<file path="config.mk">
export PLATFORM = sky130hd
export DESIGN_NAME = score_text_buffer
export DESIGN_NICKNAME = d
export VERILOG_FILES = /design/src/rtl/score_text_buffer.sv
export SDC_FILE = /design/constraint.sdc
export NUM_CORES = 1
export LEC_CHECK = 0
export ABC_AREA = 1
export BUFFER_PORTS_ARGS = -buffer_cell sky130_fd_sc_hd__clkbuf_2
export CAP_MARGIN = 20
export CORE_MARGIN = 2
export CORE_UTILIZATION = 50
export CTS_CLUSTER_SIZE = 20
export DETAILED_ROUTE_END_ITERATION = 8
export MAX_ROUTING_LAYER = met4
export PLACE_DENSITY = 0.64
export SLEW_MARGIN = 20
export SYNTH_ARGS = -nofsm -noshare
export SYNTH_HDL_FRONTEND = slang
export SYNTH_SLANG_ARGS = --single-unit
</file>
<file path="constraint.sdc">
create_clock -name pclk -period 18.2 [get_ports pclk]
set_input_delay 1.82 -clock pclk [delete_from_list [all_inputs] [get_ports pclk]]
set_output_delay 1.82 -clock pclk [all_outputs]
set_load 0.02 [all_outputs]
</file>
<file path="src/rtl/score_text_buffer.sv">
// Score text buffer: a 16x16 character-code store feeding the font ROM.
// A small sequencer blanks the buffer after reset and renders the two
// player scores as ASCII digits (double-dabble conversion) on request.
module score_text_buffer #(
  parameter int         SCORE_ROW  = 0,
  parameter int         L_COL      = 2,
  parameter int         R_COL      = 11,
  parameter logic [6:0] BLANK_CODE = 7'h20
) (
  input  logic       pclk,
  input  logic       rst,
  input  logic [7:0] char_xy,
  output logic [6:0] char_code,
  input  logic [7:0] score_l,
  input  logic [7:0] score_r,
  input  logic       score_valid,
  output logic       busy,
  output logic       done
);

  typedef enum logic [2:0] {
    CLEAR,
    IDLE,
    CONV_L,
    WR_L,
    CONV_R,
    WR_R,
    DONE
  } state_t;

  state_t      state;
  state_t      state_nx;

  // Step counter: clear address, conversion step or digit index
  logic [7:0]  cnt;

  // Double-dabble register: [19:8] BCD digits, [7:0] binary being shifted out
  logic [19:0] sr;
  logic [19:0] sr_adj;

  logic [7:0]  work_r;
  logic [7:0]  pend_l;
  logic [7:0]  pend_r;
  logic        pend_flag;

  logic [6:0]  mem [256];

  logic        we;
  logic [7:0]  waddr;
  logic [6:0]  wdata;
  logic [3:0]  col;
  logic [3:0]  hund;
  logic [3:0]  tens;
  logic [3:0]  ones;

  assign hund = sr[19:16];
  assign tens = sr[15:12];
  assign ones = sr[11:8];

  // Add-3 correction of every BCD nibble that has reached 5
  always_comb begin
    sr_adj = sr;
    for (int k = 0; k < 3; k++) begin
      if (sr[8 + 4*k +: 4] >= 4'd5) begin
        sr_adj[8 + 4*k +: 4] = sr[8 + 4*k +: 4] + 4'd3;
      end
    end
  end

  // Sequencer state register
  always_ff @(posedge pclk) begin
    if (rst) begin
      state <= CLEAR;
    end else begin
      state <= state_nx;
    end
  end

  // Next-state decode and status outputs
  always_comb begin
    state_nx = state;
    busy     = (state != IDLE);
    done     = (state == DONE);
    case (state)
      CLEAR:   if (cnt == 8'd255) state_nx = IDLE;
      IDLE:    if (score_valid || pend_flag) state_nx = CONV_L;
      CONV_L:  if (cnt == 8'd7) state_nx = WR_L;
      WR_L:    if (cnt == 8'd2) state_nx = CONV_R;
      CONV_R:  if (cnt == 8'd7) state_nx = WR_R;
      WR_R:    if (cnt == 8'd2) state_nx = DONE;
      DONE:    state_nx = pend_flag ? CONV_L : IDLE;
      default: state_nx = CLEAR;
    endcase
  end

  // Step counter restarts at zero on every state change
  always_ff @(posedge pclk) begin
    if (rst) begin
      cnt <= 8'd0;
    end else if (state_nx != state) begin
      cnt <= 8'd0;
    end else begin
      cnt <= cnt + 8'd1;
    end
  end

  // Score capture, pending request and double-dabble datapath
  always_ff @(posedge pclk) begin
    if (rst) begin
      sr        <= 20'd0;
      work_r    <= 8'd0;
      pend_l    <= 8'd0;
      pend_r    <= 8'd0;
      pend_flag <= 1'b0;
    end else begin
      case (state)
        IDLE: begin
          if (score_valid) begin
            sr        <= {12'd0, score_l};
            work_r    <= score_r;
            pend_flag <= 1'b0;
          end else if (pend_flag) begin
            sr        <= {12'd0, pend_l};
            work_r    <= pend_r;
            pend_flag <= 1'b0;
          end
        end
        CONV_L, CONV_R: sr <= sr_adj << 1;
        WR_L: if (cnt == 8'd2) sr <= {12'd0, work_r};
        DONE: begin
          if (pend_flag) begin
            sr        <= {12'd0, pend_l};
            work_r    <= pend_r;
            pend_flag <= 1'b0;
          end
        end
        default: ;
      endcase
      // A request arriving mid-update overrides any older pending one
      if (score_valid && (state != CLEAR) && (state != IDLE)) begin
        pend_l    <= score_l;
        pend_r    <= score_r;
        pend_flag <= 1'b1;
      end
    end
  end

  // Write port: blanking sweep during CLEAR, digit writes during WR_*
  always_comb begin
    we    = 1'b0;
    waddr = 8'd0;
    wdata = BLANK_CODE;
    col   = ((state == WR_L) ? 4'(L_COL) : 4'(R_COL)) + {2'b00, cnt[1:0]};
    case (state)
      CLEAR: begin
        we    = 1'b1;
        waddr = cnt;
      end
      WR_L, WR_R: begin
        we    = 1'b1;
        waddr = {4'(SCORE_ROW), col};
        case (cnt[1:0])
          2'd0:    wdata = (hund == 4'd0) ? BLANK_CODE : {3'b011, hund};
          2'd1:    wdata = ((hund == 4'd0) && (tens == 4'd0)) ? BLANK_CODE : {3'b011, tens};
          default: wdata = {3'b011, ones};
        endcase
      end
      default: ;
    endcase
  end

  // Buffer write
  always_ff @(posedge pclk) begin
    if (we) begin
      mem[waddr] <= wdata;
    end
  end

  // Registered read; a same-cycle write to the same cell is not yet visible
  always_ff @(posedge pclk) begin
    if (rst) begin
      char_code <= 7'h00;
    end else begin
      char_code <= mem[char_xy];
    end
  end

endmodule

</file>
* After elaboration in Yosys (flattened, before gate mapping)
Memories as Yosys holds them, arrays and structs flattened. A register that Yosys moved wholly into a read port is not among the register bits.
Cells that the tools add are included.
** Word-level totals
- Register bits :: 63
- RAM bits :: 1280
- Input port bits :: 27
- Output and inout bits :: 9
- Logic and storage cells :: 77
- Memories kept :: 1
** Memories
- mem :: depth 256, width 5, read ports 1, clocked after memory_dff 1, wr ports 1, RTL line 46 : logic [6:0] mem [256];
** Cells by class
- $add $sub $neg :: 5
- Order comparisons :: 3
- Equality and inequality tests :: 13
- Mux-type cells :: 29
- Reduce and logical (&&, ||, !) cells :: 18
** Operators with widths (number)
- $pmux 20 s4 :: 1
- $mux 20 :: 3
- $pmux 8 s2 :: 2
- $mux 3 :: 7
- $pmux 3 s7 :: 1
- $mux 8 :: 2
- $mux 5 :: 3
- $ge 4x3->1 const B :: 3
- $mux 4 :: 3
- $pmux 5 s2 :: 1
- $eq 3x3->1 const B :: 3
- $add 4x2->4 const B :: 2
- $add 8x1->8 const B :: 1
- $eq 8x2->1 const B :: 1
- $eq 8x3->1 const B :: 1
- $eq 8x8->1 const B :: 1
- $logic_not 4->1 :: 2
- $reduce_or 2->1 :: 4
- $eq 3x2->1 const B :: 2
- $mux 1 :: 5
- $add 4x2->4 :: 1
- $reduce_bool 2->1 :: 2
- $reduce_bool 4->1 :: 1
- $add 3x2->3 const B :: 1
- 13 further kinds :: 15

* Logic depth before layout (Yosys ltp)
- Word-level depth :: 5
- Mapped depth :: 13
- Mapped depth without buffers :: 12

* Least setup slack after synthesis
OpenSTA, ideal clock, no wires.
- Path type :: register to register
- Start point :: reg cnt[0]
- End point :: mem mem[0][4] in the netlist's numbering (data pin)
- Setup time :: 1.731 ns
- Arrival time :: 8.668 ns
- Path slack :: 7.801 ns
- Cell stages (with the launch flop) :: 6
- Path buffers :: 0
- Period minus slack after synthesis :: 10.399 ns
- Cells stage by stage :: dfxtp_1 -> inv_1 -> ha_1 -> nor2_1 -> inv_1 -> a31oi_1
** On the way
- Cells in the longest elaborated chain, start to end :: 3
** RTL lines
- start: declaration :: RTL line 35 : logic [7:0] cnt;
- start signal: assignment :: RTL line 103 : cnt <= cnt + 8'd1;
- $eq 2x1->1 / $logic_not 2->1 (equally long branches) :: RTL line 162 : case (cnt[1:0])
- $pmux 5 s2 (*) :: RTL line 162
- $mux 5 (*) :: RTL line 154 : case (state)
- named net wdata[4] :: RTL line 50 : logic [6:0] wdata;
- end: declaration :: RTL line 46
The timed path passes the listed nets; every way through them passes the cells marked *.

==> impl_metrics.toml <==
[worst_hold_path]
hold_end = "pend_l[0]"
hp-start = "pend_l[0]"
hp-class = "reg -> reg"
worstHoldPathCells = 2

[sta]
min_period_ps = 4950
setup_viol = 0
drv_slew = 0
fin_skew_ps = 29.3
hold_viol = 0
rsz0062_at_grt = "false"
relSlewSlack = 0.197
timing.fmax_mhz = 202
post-route-period-util = 0.272
worst_pin_slew_ps = 1200
tns_ps = 0

[power]
p_int_mw = 5.06
total_power_mw = 6.48
leakagePower_nw = 20.7
combPwrFrac = 0.053
seqPwrFrac = 0.515
p_clk_frac = 0.432
irDropWorstVdd_uv = 90.8
powerDensity_nw_per_um2 = 106
p_sw_frac = 0.220
power.net_switching_mw = 1.42

[cells_and_area]
multi_input_area_sq_um = 14300
drive_above_1_share = 0.0615
seqCellArea_sq_um = 39700
final_cell_mix = "1510 x nand2_1, 1280 x edfxtp_1, 1223 x nand3_1, 328 x nor2_1, 148 x clkbuf_16"
nets = 4926
mostFrequentLayoutCell = "nand2_1"
syn2layout_area_growth_pct = 10.2
fill_cells = 9162

[clocking]
clk_pin_slew_ps = 60
clk_path_buf_depth = 3
clk_latency_ps = 750
cts_resized = 0
cts_tree = "built"
cts_buffers = 140
cts_hold_buffers = 0
post_cts_buffers = 0
root_buffer = "clkbuf_16"
cts_sinks = 1342
h-tree-depth = 4

[placed_design]
io_buffers = 34
routabilityCongestion = 0.845
hpwl_mm = 78.2

[grt]
grt_pass1_vias = 35900
grt_usage = 0.265
grt_pass1_wl_mm = 221
grt_max_degree = 234
overflow = 0
grt_antenna_before_repair = 6

[route]
drc = 0
via_count = 37500
ant_nets = 0
wl_per_cell_microns = 22.5
drt_iter0_drc = 4640
via_per_inst = 5.78
finalWirelength_mm = 146
firstDrtPassIters = 6

[die]
core-area_sq_um = 110000
die_area_sq_um = 114000
io_pins = 36
num_rows = 122
start_util = 0.503
die_w_microns = 337
die_h_microns = 337

[worst_setup_path]
cp_data_arrival_time_ps = 5610
worstRegToRegCells = 9
path_class = "in -> reg"
startpoint_type = "primary input"
worst-r2r-setup-slack_ps = 14280
crit_required_ps = 18870
end_kind = "register"
worstReg2RegStart = "cnt[0]"
critPathMaxFanout = 158
worst_r2r_endpoint = "mem[105][2]"

[synthesis]
netlist_instances = 4994
ys_ff_latch = 1342
ys_types = 41
synth_seq_area_share = 0.714
ys.warnings.count = 0
netlist_area_sq_um = 55500
syn_nets = 5034
syn_area_per_cell_sq_um = 11.1

[outcome]
status = "completed"

[run]
drv_cap = 0
==> power groups by stage <==
stage	combinational [mW]	sequential [mW]	clock (mW)
finish	0.343	3.34	2.80
global route	0.375	3.34	2.95
CTS	0.339	3.34	2.83
detailed placement	0.338	3.40	0
global placement	0.336	3.40	0
floorplan	0.225	3.40	0
==> worst max-delay path, cell delays in order <==
cell	delay, ps
buf_8	340
buf_12	530
buf_4	740
buf_4	760
nand2_1	120
nand3_1	130
nand3_1	110
nand3_1	110
nand3_1	100
nand2_1	140
nand2_1	70
nand3_1	100
nand3_1	80
a21oi_1	180
==> sequential cells by signal (all words and copies together) (netlist names) <==
register   count
pend_r         8
work_r         8
pend_l         8
cnt            8
pend_flag      1
char_code      6
sr            20
state          3
mem         1280
==> synthesized netlist by cell type <==
cell type | number | area, sq um
a211oi_1 | 8 | 60.1
o22ai_2 | 2 | 25.0
nand2_2 | 2 | 12.5
xor2_1 | 3 | 26.3
nand3_1 | 1223 | 6120
a22o_1 | 3 | 26.3
nand2_1 | 1522 | 5710
mux2i_1 | 1 | 10.0
buf_2 | 100 | 500
nand4_1 | 3 | 18.8
nor4_1 | 4 | 25.0
edfxtp_1 | 1280 | 38400
nor3_1 | 9 | 45.0
dfxtp_1 | 62 | 1240
nor2_2 | 3 | 18.8
nand4_2 | 1 | 12.5
a31oi_1 | 2 | 12.5
nor2_4 | 2 | 22.5
buf_4 | 1 | 7.51
nor2_1 | 329 | 1230
a21oi_1 | 48 | 240
o32ai_1 | 1 | 8.76
o21bai_1 | 1 | 7.51
inv_1 | 57 | 214
o221ai_1 | 1 | 8.76
clkinv_1 | 7 | 26.3
o2111ai_1 | 1 | 8.76
o211ai_1 | 11 | 82.6
buf_1 | 27 | 101
o31ai_1 | 3 | 22.5
a32oi_1 | 3 | 26.3
nand3_2 | 1 | 10.0
a22oi_1 | 3 | 22.5
o21ai_1 | 1 | 5.00
inv_2 | 13 | 48.8
a22oi_2 | 1 | 12.5
o22ai_1 | 3 | 18.8
o21ai_0 | 40 | 200
clkbuf_1 | 198 | 743
conb_1 | 1 | 3.75
ha_1 | 13 | 163
==> final cells by class <==
class	count	area share
flip-flops and latches	1342	0.648
repair buffers	76	0.00981
clock inverters	65	0.00965
well taps	1488	0.0304
multi-input cells	3249	0.233
clock buffers	184	0.0630
inverters	77	0.00531
diodes	2	0.0000818
==> through the flow <==
| stage | instances | util | worst slack, ps | area [sq um] | hold WS (ps) |
|---|---|---|---|---|---|
| 3_5_place_dp | 6231 | 0.514 | 12520 | 56700 | 455 |
| 5_1_grt | 6482 | 0.555 | 12950 | 61200 | 493 |
| 4_1_cts | 6480 | 0.554 | 13320 | 61200 | 464 |
| 3_3_place_gp | 6231 | 0.514 | 12570 | 56700 | 445 |
| 2_1_floorplan | 4994 | - | 7800 | 55500 | 431 |
| 6_report | 6483 | 0.555 | 13250 | 61200 | 464 |
==> metal layers <==
layer	GRT usage	part of all wire	wire, microns
met5	-	0	0
met4	0.0760	0.025	3650
met3	0.0371	0.084	12300
met2	0.409	0.47	68500
met1	0.370	0.42	61100
==> how the worst max path moves through the flow <==
stage / from / endpoint / slack [ps] / cells past startpoint
floorplan: cnt[0] / mem[0][4] / 7800 / 5
global placement: char_xy[0] / char_code[3] / 12570 / 14
detailed placement: char_xy[0] / char_code[0] / 12520 / 14
CTS: char_xy[0] / char_code[1] / 13320 / 14
global route: char_xy[0] / char_code[1] / 12950 / 14
finish: char_xy[0] / char_code[4] / 13250 / 14
==> cells by family (layout without fill, tap and decap cells) <==
kind of cell / count (synthesis) / count (layout) / synth area share
and+or+nand+nor: 3099 / 3099 / 0.238
DFF: 1342 / 1342 / 0.714
buffers and inverters: 403 / 402 / 0.0296
AOI/OAI and AO/OA: 132 / 132 / 0.0142
adders and majority gates: 13 / 13 / 0.00293
xor gates and xnor gates: 3 / 3 / 0.000473
other: 1 / 3 / 0.0000675
muxes: 1 / 1 / 0.000180
(Power assumes the default switching activity.)
